**config.mk**
```make
export PLATFORM = sky130hd
export DESIGN_NAME = mem_req_unit
export DESIGN_NICKNAME = d
export VERILOG_FILES = /design/src/rtl/mem_req_pkg.sv /design/src/rtl/mem_req_fifo.sv /design/src/rtl/mem_req_unit.sv
export SDC_FILE = /design/constraint.sdc
export NUM_CORES = 1
export LEC_CHECK = 0
export BUFFER_PORTS_ARGS = -buffer_cell sky130_fd_sc_hd__buf_4
export CAP_MARGIN = 20
export CORE_UTILIZATION = 45
export DETAILED_ROUTE_END_ITERATION = 7
export GPL_ROUTABILITY_DRIVEN = 0
export PLACE_DENSITY = 0.76
export REMOVE_ABC_BUFFERS = 1
export SLEW_MARGIN = 5
export SYNTH_ARGS = -nofsm -noshare
export SYNTH_HDL_FRONTEND = slang
export SYNTH_SLANG_ARGS = --single-unit
```
**constraint.sdc**
```tcl
create_clock -name clk -period 22.3 [get_ports clk]
set_clock_uncertainty 0.1 [all_clocks]
set_input_delay 0 -clock clk [delete_from_list [all_inputs] [get_ports clk]]
set_output_delay 0 -clock clk [all_outputs]
set_load 0.05 [all_outputs]
```
**src/rtl/mem_req_pkg.sv**
```systemverilog
// Shared types and helpers for the data-memory request engine: size
// encodings, the per-request tracking metadata and the byte-lane helpers.
package mem_req_pkg;

  localparam logic [1:0] SZ_B = 2'd0;
  localparam logic [1:0] SZ_H = 2'd1;
  localparam logic [1:0] SZ_W = 2'd2;

  // Per-request bookkeeping needed to shape the response. The tag travels
  // beside it because its width is a module parameter.
  typedef struct packed {
    logic       wr;
    logic [1:0] size;
    logic       uns;
    logic [1:0] lo;
  } trk_meta_t;

  function automatic logic [3:0] calc_wstrb(input logic [1:0] size, input logic [1:0] lo);
    logic [3:0] s;
    case (size)
      SZ_B:    s = 4'b0001 << lo;
      SZ_H:    s = 4'b0011 << {lo[1], 1'b0};
      default: s = 4'b1111;
    endcase
    return s;
  endfunction

  function automatic logic [31:0] calc_wdata(input logic [1:0] size, input logic [31:0] d);
    logic [31:0] w;
    case (size)
      SZ_B:    w = {4{d[7:0]}};
      SZ_H:    w = {2{d[15:0]}};
      default: w = d;
    endcase
    return w;
  endfunction

  // Move the addressed lane down to bit 0, then sign- or zero-extend.
  function automatic logic [31:0] load_extend(input logic [1:0] size, input logic uns,
                                              input logic [1:0] lo, input logic [31:0] rdata);
    logic [7:0]  b;
    logic [15:0] h;
    logic [31:0] r;
    b = 8'(rdata >> {lo, 3'b000});
    h = 16'(rdata >> {lo[1], 4'b0000});
    case (size)
      SZ_B:    r = {{24{b[7] & ~uns}}, b};
      SZ_H:    r = {{16{h[15] & ~uns}}, h};
      default: r = rdata;
    endcase
    return r;
  endfunction

  function automatic logic is_misaligned(input logic [1:0] size, input logic [1:0] lo);
    return ((size == SZ_H) && lo[0]) || ((size == SZ_W) && (lo != 2'b00));
  endfunction

endpackage

```
**src/rtl/mem_req_fifo.sv**
```systemverilog
// In-order tracking queue for requests whose address phase is done and
// whose data phase is still pending. A discard-all input marks every
// stored entry so its eventual response is swallowed.
module mem_req_fifo
  import mem_req_pkg::*;
#(
  parameter int DEPTH = 2,
  parameter int TAG_W = 8,
  parameter int CNT_W = $clog2(DEPTH + 1)
) (
  input  logic             clk,
  input  logic             rst,
  input  logic             push_i,
  input  logic [TAG_W-1:0] push_tag_i,
  input  trk_meta_t        push_meta_i,
  input  logic             push_discard_i,
  input  logic             pop_i,
  input  logic             discard_all_i,
  output logic [TAG_W-1:0] head_tag_o,
  output trk_meta_t        head_meta_o,
  output logic             head_discard_o,
  output logic [CNT_W-1:0] count_o,
  output logic             empty_o
);

  localparam int PTR_W = (DEPTH > 1) ? $clog2(DEPTH) : 1;

  logic [PTR_W-1:0] wptr_q, wptr_d, rptr_q, rptr_d;
  logic [CNT_W-1:0] cnt_q, cnt_d;
  logic [DEPTH-1:0] disc_q, disc_d;
  logic [TAG_W-1:0] tag_mem  [DEPTH];
  trk_meta_t        meta_mem [DEPTH];
  logic             pop_eff;

  function automatic logic [PTR_W-1:0] ptr_inc(input logic [PTR_W-1:0] p);
    if (p == PTR_W'(DEPTH - 1)) return '0;
    return p + 1'b1;
  endfunction

  // A pop against an empty queue is a bus protocol error; it is dropped.
  assign pop_eff = pop_i && (cnt_q != '0);

  // Next pointers, occupancy and discard flags.
  always_comb begin
    wptr_d = push_i  ? ptr_inc(wptr_q) : wptr_q;
    rptr_d = pop_eff ? ptr_inc(rptr_q) : rptr_q;
    cnt_d  = cnt_q;
    if (push_i && !pop_eff)      cnt_d = cnt_q + 1'b1;
    else if (!push_i && pop_eff) cnt_d = cnt_q - 1'b1;
    disc_d = discard_all_i ? '1 : disc_q;
    if (push_i) disc_d[wptr_q] = push_discard_i | discard_all_i;
  end

  // Pointer and occupancy registers.
  always_ff @(posedge clk) begin
    if (rst) begin
      wptr_q <= '0;
      rptr_q <= '0;
      cnt_q  <= '0;
    end else begin
      wptr_q <= wptr_d;
      rptr_q <= rptr_d;
      cnt_q  <= cnt_d;
    end
  end

  // Entry storage; contents only matter while the entry is occupied.
  always_ff @(posedge clk) begin
    disc_q <= disc_d;
    if (push_i) begin
      tag_mem[wptr_q]  <= push_tag_i;
      meta_mem[wptr_q] <= push_meta_i;
    end
  end

  assign head_tag_o     = tag_mem[rptr_q];
  assign head_meta_o    = meta_mem[rptr_q];
  assign head_discard_o = disc_q[rptr_q];
  assign count_o        = cnt_q;
  assign empty_o        = (cnt_q == '0);

endmodule

```
**src/rtl/mem_req_unit.sv**
```systemverilog
// Data-memory request engine: registers one load/store at a time onto an
// SRAM-like req/addr_ok/data_ok bus, tracks up to DEPTH address-accepted
// requests and returns aligned, extended load data in order. Misaligned
// ops are consumed immediately and reported on the ALE outputs.
module mem_req_unit
  import mem_req_pkg::*;
#(
  parameter int DEPTH = 2,
  parameter int TAG_W = 8,
  parameter int CNT_W = $clog2(DEPTH + 1)
) (
  input  logic             clk,
  input  logic             rst,
  input  logic             in_valid,
  output logic             in_ready,
  input  logic             in_wr,
  input  logic [1:0]       in_size,
  input  logic             in_unsigned,
  input  logic [31:0]      in_addr,
  input  logic [31:0]      in_wdata,
  input  logic [TAG_W-1:0] in_tag,
  input  logic             flush,
  output logic             data_sram_req,
  output logic             data_sram_wr,
  output logic [1:0]       data_sram_size,
  output logic [3:0]       data_sram_wstrb,
  output logic [31:0]      data_sram_addr,
  output logic [31:0]      data_sram_wdata,
  input  logic             data_sram_addr_ok,
  input  logic             data_sram_data_ok,
  input  logic [31:0]      data_sram_rdata,
  output logic             resp_valid,
  output logic             resp_wr,
  output logic [31:0]      resp_data,
  output logic [TAG_W-1:0] resp_tag,
  output logic             ale_valid,
  output logic [TAG_W-1:0] ale_tag,
  output logic [CNT_W-1:0] outstanding,
  output logic             idle
);

  logic             req_busy_q, req_busy_d;
  logic             cancel_q, cancel_d;
  logic             wr_q, uns_q;
  logic [1:0]       size_q;
  logic [31:0]      addr_q, wdata_q;
  logic [3:0]       wstrb_q;
  logic [TAG_W-1:0] tag_q;

  logic             fifo_empty, head_disc;
  trk_meta_t        head_meta;
  logic [TAG_W-1:0] head_tag;
  logic [CNT_W-1:0] cnt;

  logic pop, slot_free, hs, accept, mis, accept_ok;

  assign mis       = is_misaligned(in_size, in_addr[1:0]);
  assign pop       = data_sram_data_ok && !fifo_empty;
  // A response leaving this cycle frees the slot the request would need.
  assign slot_free = (cnt < CNT_W'(DEPTH)) || pop;
  assign hs        = data_sram_req && data_sram_addr_ok;
  assign accept    = in_valid && in_ready;
  assign accept_ok = accept && !mis;

  assign in_ready      = !flush && (!req_busy_q || hs);
  assign data_sram_req = req_busy_q && slot_free;

  // Payload is only meaningful while a request is held; show zeros otherwise.
  assign data_sram_wr    = req_busy_q && wr_q;
  assign data_sram_size  = req_busy_q ? size_q  : 2'b00;
  assign data_sram_wstrb = req_busy_q ? wstrb_q : 4'b0000;
  assign data_sram_addr  = req_busy_q ? addr_q  : 32'h0;
  assign data_sram_wdata = req_busy_q ? wdata_q : 32'h0;

  assign ale_valid = accept && mis;
  assign ale_tag   = ale_valid ? in_tag : '0;

  // A flush in the response cycle suppresses it along with everything older.
  assign resp_valid = pop && !head_disc && !flush;
  assign resp_wr    = resp_valid && head_meta.wr;
  assign resp_data  = (resp_valid && !head_meta.wr) ?
                      load_extend(head_meta.size, head_meta.uns, head_meta.lo, data_sram_rdata) : 32'h0;
  assign resp_tag   = resp_valid ? head_tag : '0;

  assign outstanding = cnt;
  assign idle        = !req_busy_q && (cnt == '0);

  // Request-register occupancy and cancel tracking.
  always_comb begin
    req_busy_d = req_busy_q;
    cancel_d   = cancel_q;
    if (hs) begin
      req_busy_d = 1'b0;
      cancel_d   = 1'b0;
    end
    // A held request cannot be withdrawn, so flush only marks it.
    if (flush && req_busy_q && !hs) cancel_d = 1'b1;
    if (accept_ok) begin
      req_busy_d = 1'b1;
      cancel_d   = 1'b0;
    end
  end

  // Control state.
  always_ff @(posedge clk) begin
    if (rst) begin
      req_busy_q <= 1'b0;
      cancel_q   <= 1'b0;
    end else begin
      req_busy_q <= req_busy_d;
      cancel_q   <= cancel_d;
    end
  end

  // Request payload, captured once per accepted aligned op.
  always_ff @(posedge clk) begin
    if (accept_ok) begin
      wr_q    <= in_wr;
      size_q  <= in_size;
      uns_q   <= in_unsigned;
      addr_q  <= in_addr;
      wdata_q <= calc_wdata(in_size, in_wdata);
      wstrb_q <= in_wr ? calc_wstrb(in_size, in_addr[1:0]) : 4'b0000;
      tag_q   <= in_tag;
    end
  end

  mem_req_fifo #(
    .DEPTH (DEPTH),
    .TAG_W (TAG_W),
    .CNT_W (CNT_W)
  ) u_fifo (
    .clk            (clk),
    .rst            (rst),
    .push_i         (hs),
    .push_tag_i     (tag_q),
    .push_meta_i    ('{wr: wr_q, size: size_q, uns: uns_q, lo: addr_q[1:0]}),
    .push_discard_i (cancel_q | flush),
    .pop_i          (data_sram_data_ok),
    .discard_all_i  (flush),
    .head_tag_o     (head_tag),
    .head_meta_o    (head_meta),
    .head_discard_o (head_disc),
    .count_o        (cnt),
    .empty_o        (fifo_empty)
  );

  a_data_ok_needs_entry: assert property (@(posedge clk) disable iff (rst)
    !(data_sram_data_ok && fifo_empty));

endmodule

```
==> metrics.md <==
| Metric | Value |
|---|---|
| Io pins | 241 |
| Met2 usage in global routing | 49.1% |
| Largest net degree at the start of global routing | 81 |
| Clock buffer count from CTS | 17 |
| Clock Tree Root | clkbuf_16 |
| Initial core utilization | 46.6% |
| Hold slack final | around 0.041 ns |
| Total of flip-flops plus latches after synthesis | 117 |
| Mapped Area | 0.00566 mm² |
| Final count of negative-setup-slack endpoints | 0 |
| Portion of the post-synthesis area used by sequential elements | 60.4% |
| HPWL after detailed placement | 10500 µm |
| Unique cell type count in the Yosys netlist | 49 |
| Routed Wire Length | 17400 µm |
| Sink count of the clock tree | 117 |
| Global routing met3 resource utilization | 8.31% |
| Final layout net count | 895 |
| Area growth, synth to finish | 60.1% |
| Synth Area per Inst | 12.5 µm² |
| Worst hold-check path type | input pin to register |
| Post-Place Worst Slack | just under 20 ns |
| Initial detailed-routing violation count | 359 |
| Maximum buffer depth of the clock tree | 2 |
| Number of antenna-violating nets in the routed design | 0 |
| Width of the die | around 110 µm |
| Post-layout power | 658 µW |
| Time the final worst path needs with I/O delays and setup | 3.34 ns |
| Die extent in y | 114 µm |
| Tightest slew margin relative to the limit | 31.3% |
| Post-Place Cell Area | 0.00760 mm² |
| Fin Setup TNS | 0 ns |
| Max cap viols | 0 |
| Core Box Area | approximately 0.012 mm² |
| Clock edge transition at the registers on the reported setup and hold paths | 0.05 ns |
| Data arrival at the endpoint of the critical path | 3.24 ns |
| Number of global-route vias before repair | just over 5000 |
| Count of pins over their slew limit | 0 |
| Grt peak-use layer | met2 |
| Storage element area | 0.00342 mm² |
| H-tree levels | 4 |
| Number of fill cells | 750 |
| Top_reg_cell synth | edfxtp_1 |
| Warnings, synthesis | 0 |
| Leak | 0.00377 µW |
| Critical path class | register to output port |
| Endpoint kind of the worst setup timing path | output port |
| Avg Vias per Cell | roughly 5.1 |
| Areal power density over the cells | 72.6 mW/mm² |
| Proportion of register bits with asynchronous set or reset after synthesis | 0% |
| Count of standard-cell rows | 40 |
| Gate Count Post-Synth | roughly 450 |
| VDD IR max | around 0.055 mV |
| Via count of the routed design | 4949 |
| Antenna violations before repair | 0 |
| Share of the clock period used by the worst path | 15.0% |
| FMAX | 299 MHz |
| DIE AREA | 0.0130 mm² |
| Status | complete, no violations |
| Layout cells sized above 1 | 40.2% |
| Number of setup buffers added after CTS | 0 |
| M1 GR Usage | 28.4% |
| Critical Path Source Type | register |
| Overflow left after global routing | 0 |
| Required time at the worst-slack endpoint | 22.20 ns |
| Number of design rule violations left after detail routing | 0 |
| CTS tree | yes |
| Final Hold Vio Count | 0 |
| GR Util All Layers | 26.8% |
| Slew at the pin closest to its max-slew limit | slightly above 1 ns |
| Clock insertion delay at the later pin of the skew report | ~0.40 ns |
| Final non-filler cell area | 0.00907 mm² |
| Maximum fanout count along the critical path | 18 |
| Antenna diode instance count | 0 |
| Router iterations before antenna repair | 5 |
| Number of I/O port buffers | 240 |
| Wire length of the first global-routing pass | roughly 26000 µm |
| Post-synth EDFFs | 108 |
| Area occupied by multi-input gates | 0.00212 mm² |
| Unrepaired setup endpoints after global routing | false |
| DR WL/cell | 18.1 µm |
| Minimum setup slack in the final design | 18.96 ns |
placed cells by master (no fill, tap or decap), types with 2 or more instances in the layout:
| cell type | count |
|---|---|
| xor2_1 | 3 |
| nor2b_1 | 3 |
| o21a_1 | 2 |
| or2_2 | 7 |
| mux2_2 | 22 |
| a21oi_1 | 28 |
| o21ai_0 | 40 |
| and2_1 | 98 |
| or3_1 | 2 |
| clkinvlp_4 | 4 |
| mux2i_1 | 27 |
| edfxtp_1 | 108 |
| bufinv_16 | 2 |
| nand2_1 | 9 |
| dfxtp_1 | 8 |
| clkbuf_16 | 17 |
| nor3_1 | 3 |
| mux2_4 | 2 |
| a211oi_1 | 7 |
| buf_4 | 244 |
| clkinv_2 | 4 |
| nor2_1 | 26 |
| nand2b_1 | 2 |
| and3_1 | 2 |
| dlygate4sd3_1 | 89 |
| inv_6 | 4 |
| inv_1 | 4 |
| nand3b_1 | 2 |
power by group:
part / internal, µW / leakage [µW] / switching (µW)
registers: 251 / 0.00107 / 10.6
logic: 57.6 / 0.00242 / 72.5
clock network: 165 / 0.000276 / 101
registers in the layout, summed over array words and instances (netlist names), 2 cells and up, named ones only:
register,count
addr_q,32
wdata_q,32
u_fifo.tag_mem,16
u_fifo.meta_mem,12
tag_q,8
wstrb_q,4
size_q,2
u_fifo.count_o,2
u_fifo.disc_q,2
metrics by stage:
stage,utilization [%],cells
floorplan,-,428
global placement,62.5,840
detailed placement,62.5,840
CTS,74.6,961
global route,74.6,961
finish,74.6,961
cell families after synthesis:
| kind of cell | count (synthesis) | synth area share [%] |
|---|---|---|
| flops | 117 | 60.4 |
| compound gates | 90 | 9.76 |
| mux | 51 | 9.68 |
| xor+xnor | 4 | 0.619 |
| buf+inv | 29 | 2.43 |
| simple gates | 161 | 16.9 |
| fa+ha+maj | 1 | 0.221 |
cell usage after synthesis, types with 3 or more instances:
cell type | number | area, µm²
dfxtp_1 | 9 | 180
a211oi_1 | 7 | 52.6
mux2_2 | 22 | 248
inv_1 | 4 | 15.0
and2_1 | 98 | 613
or2_2 | 7 | 43.8
nand2_1 | 9 | 33.8
buf_2 | 3 | 15.0
xor2_1 | 3 | 26.3
edfxtp_1 | 108 | 3240
mux2i_1 | 27 | 270
clkbuf_1 | 15 | 56.3
a21oi_1 | 28 | 140
o21ai_0 | 40 | 200
nor2b_1 | 3 | 18.8
nor2_1 | 26 | 97.6
nor3_1 | 3 | 15.0
critical path, cell delays in order, from the launching register on:
cell and delay, ns:
dfxtp_1 0.89, mux2i_1 0.26, buf_4 0.25, mux2_2 0.41, a21oi_2 0.62, a21oi_1 0.17
buf_4 0.23
worst paths after layout:
check / from / end / slack [ns] / cells past startpoint
worst min register to register: tag_q[0] / u_fifo.tag_mem[0][0] / 0.35 / 0
worst max register to register: req_busy_q / cancel_q / 19.60 / 4
worst min-delay path: data_sram_data_ok / register / 0.04 / 4
worst max-delay path: register / resp_data[15] / 18.96 / 6
routing by layer:
metal	vias up	part of all wire, %
li1	2293	-
met1	2347	36
met2	272	52
met3	37	8.9
met4	0	2.8
met5	-	0
cell type report:
| class | count | area share, % |
|---|---|---|
| clock buffer | 17 | 4.69 |
| clock inverter | 15 | 1.70 |
| inverter | 4 | 0.166 |
| multi-input combinational | 307 | 23.4 |
| sequential | 117 | 37.8 |
| tap | 168 | 2.32 |
| timing repair buffer | 333 | 30.0 |
timing repair:
action	CTS	global route
resized for setup	0	0
hold buffers	89	0
endpoints found under the hold margin	89	0
No activity file was read; power rests on OpenSTA's default activity.
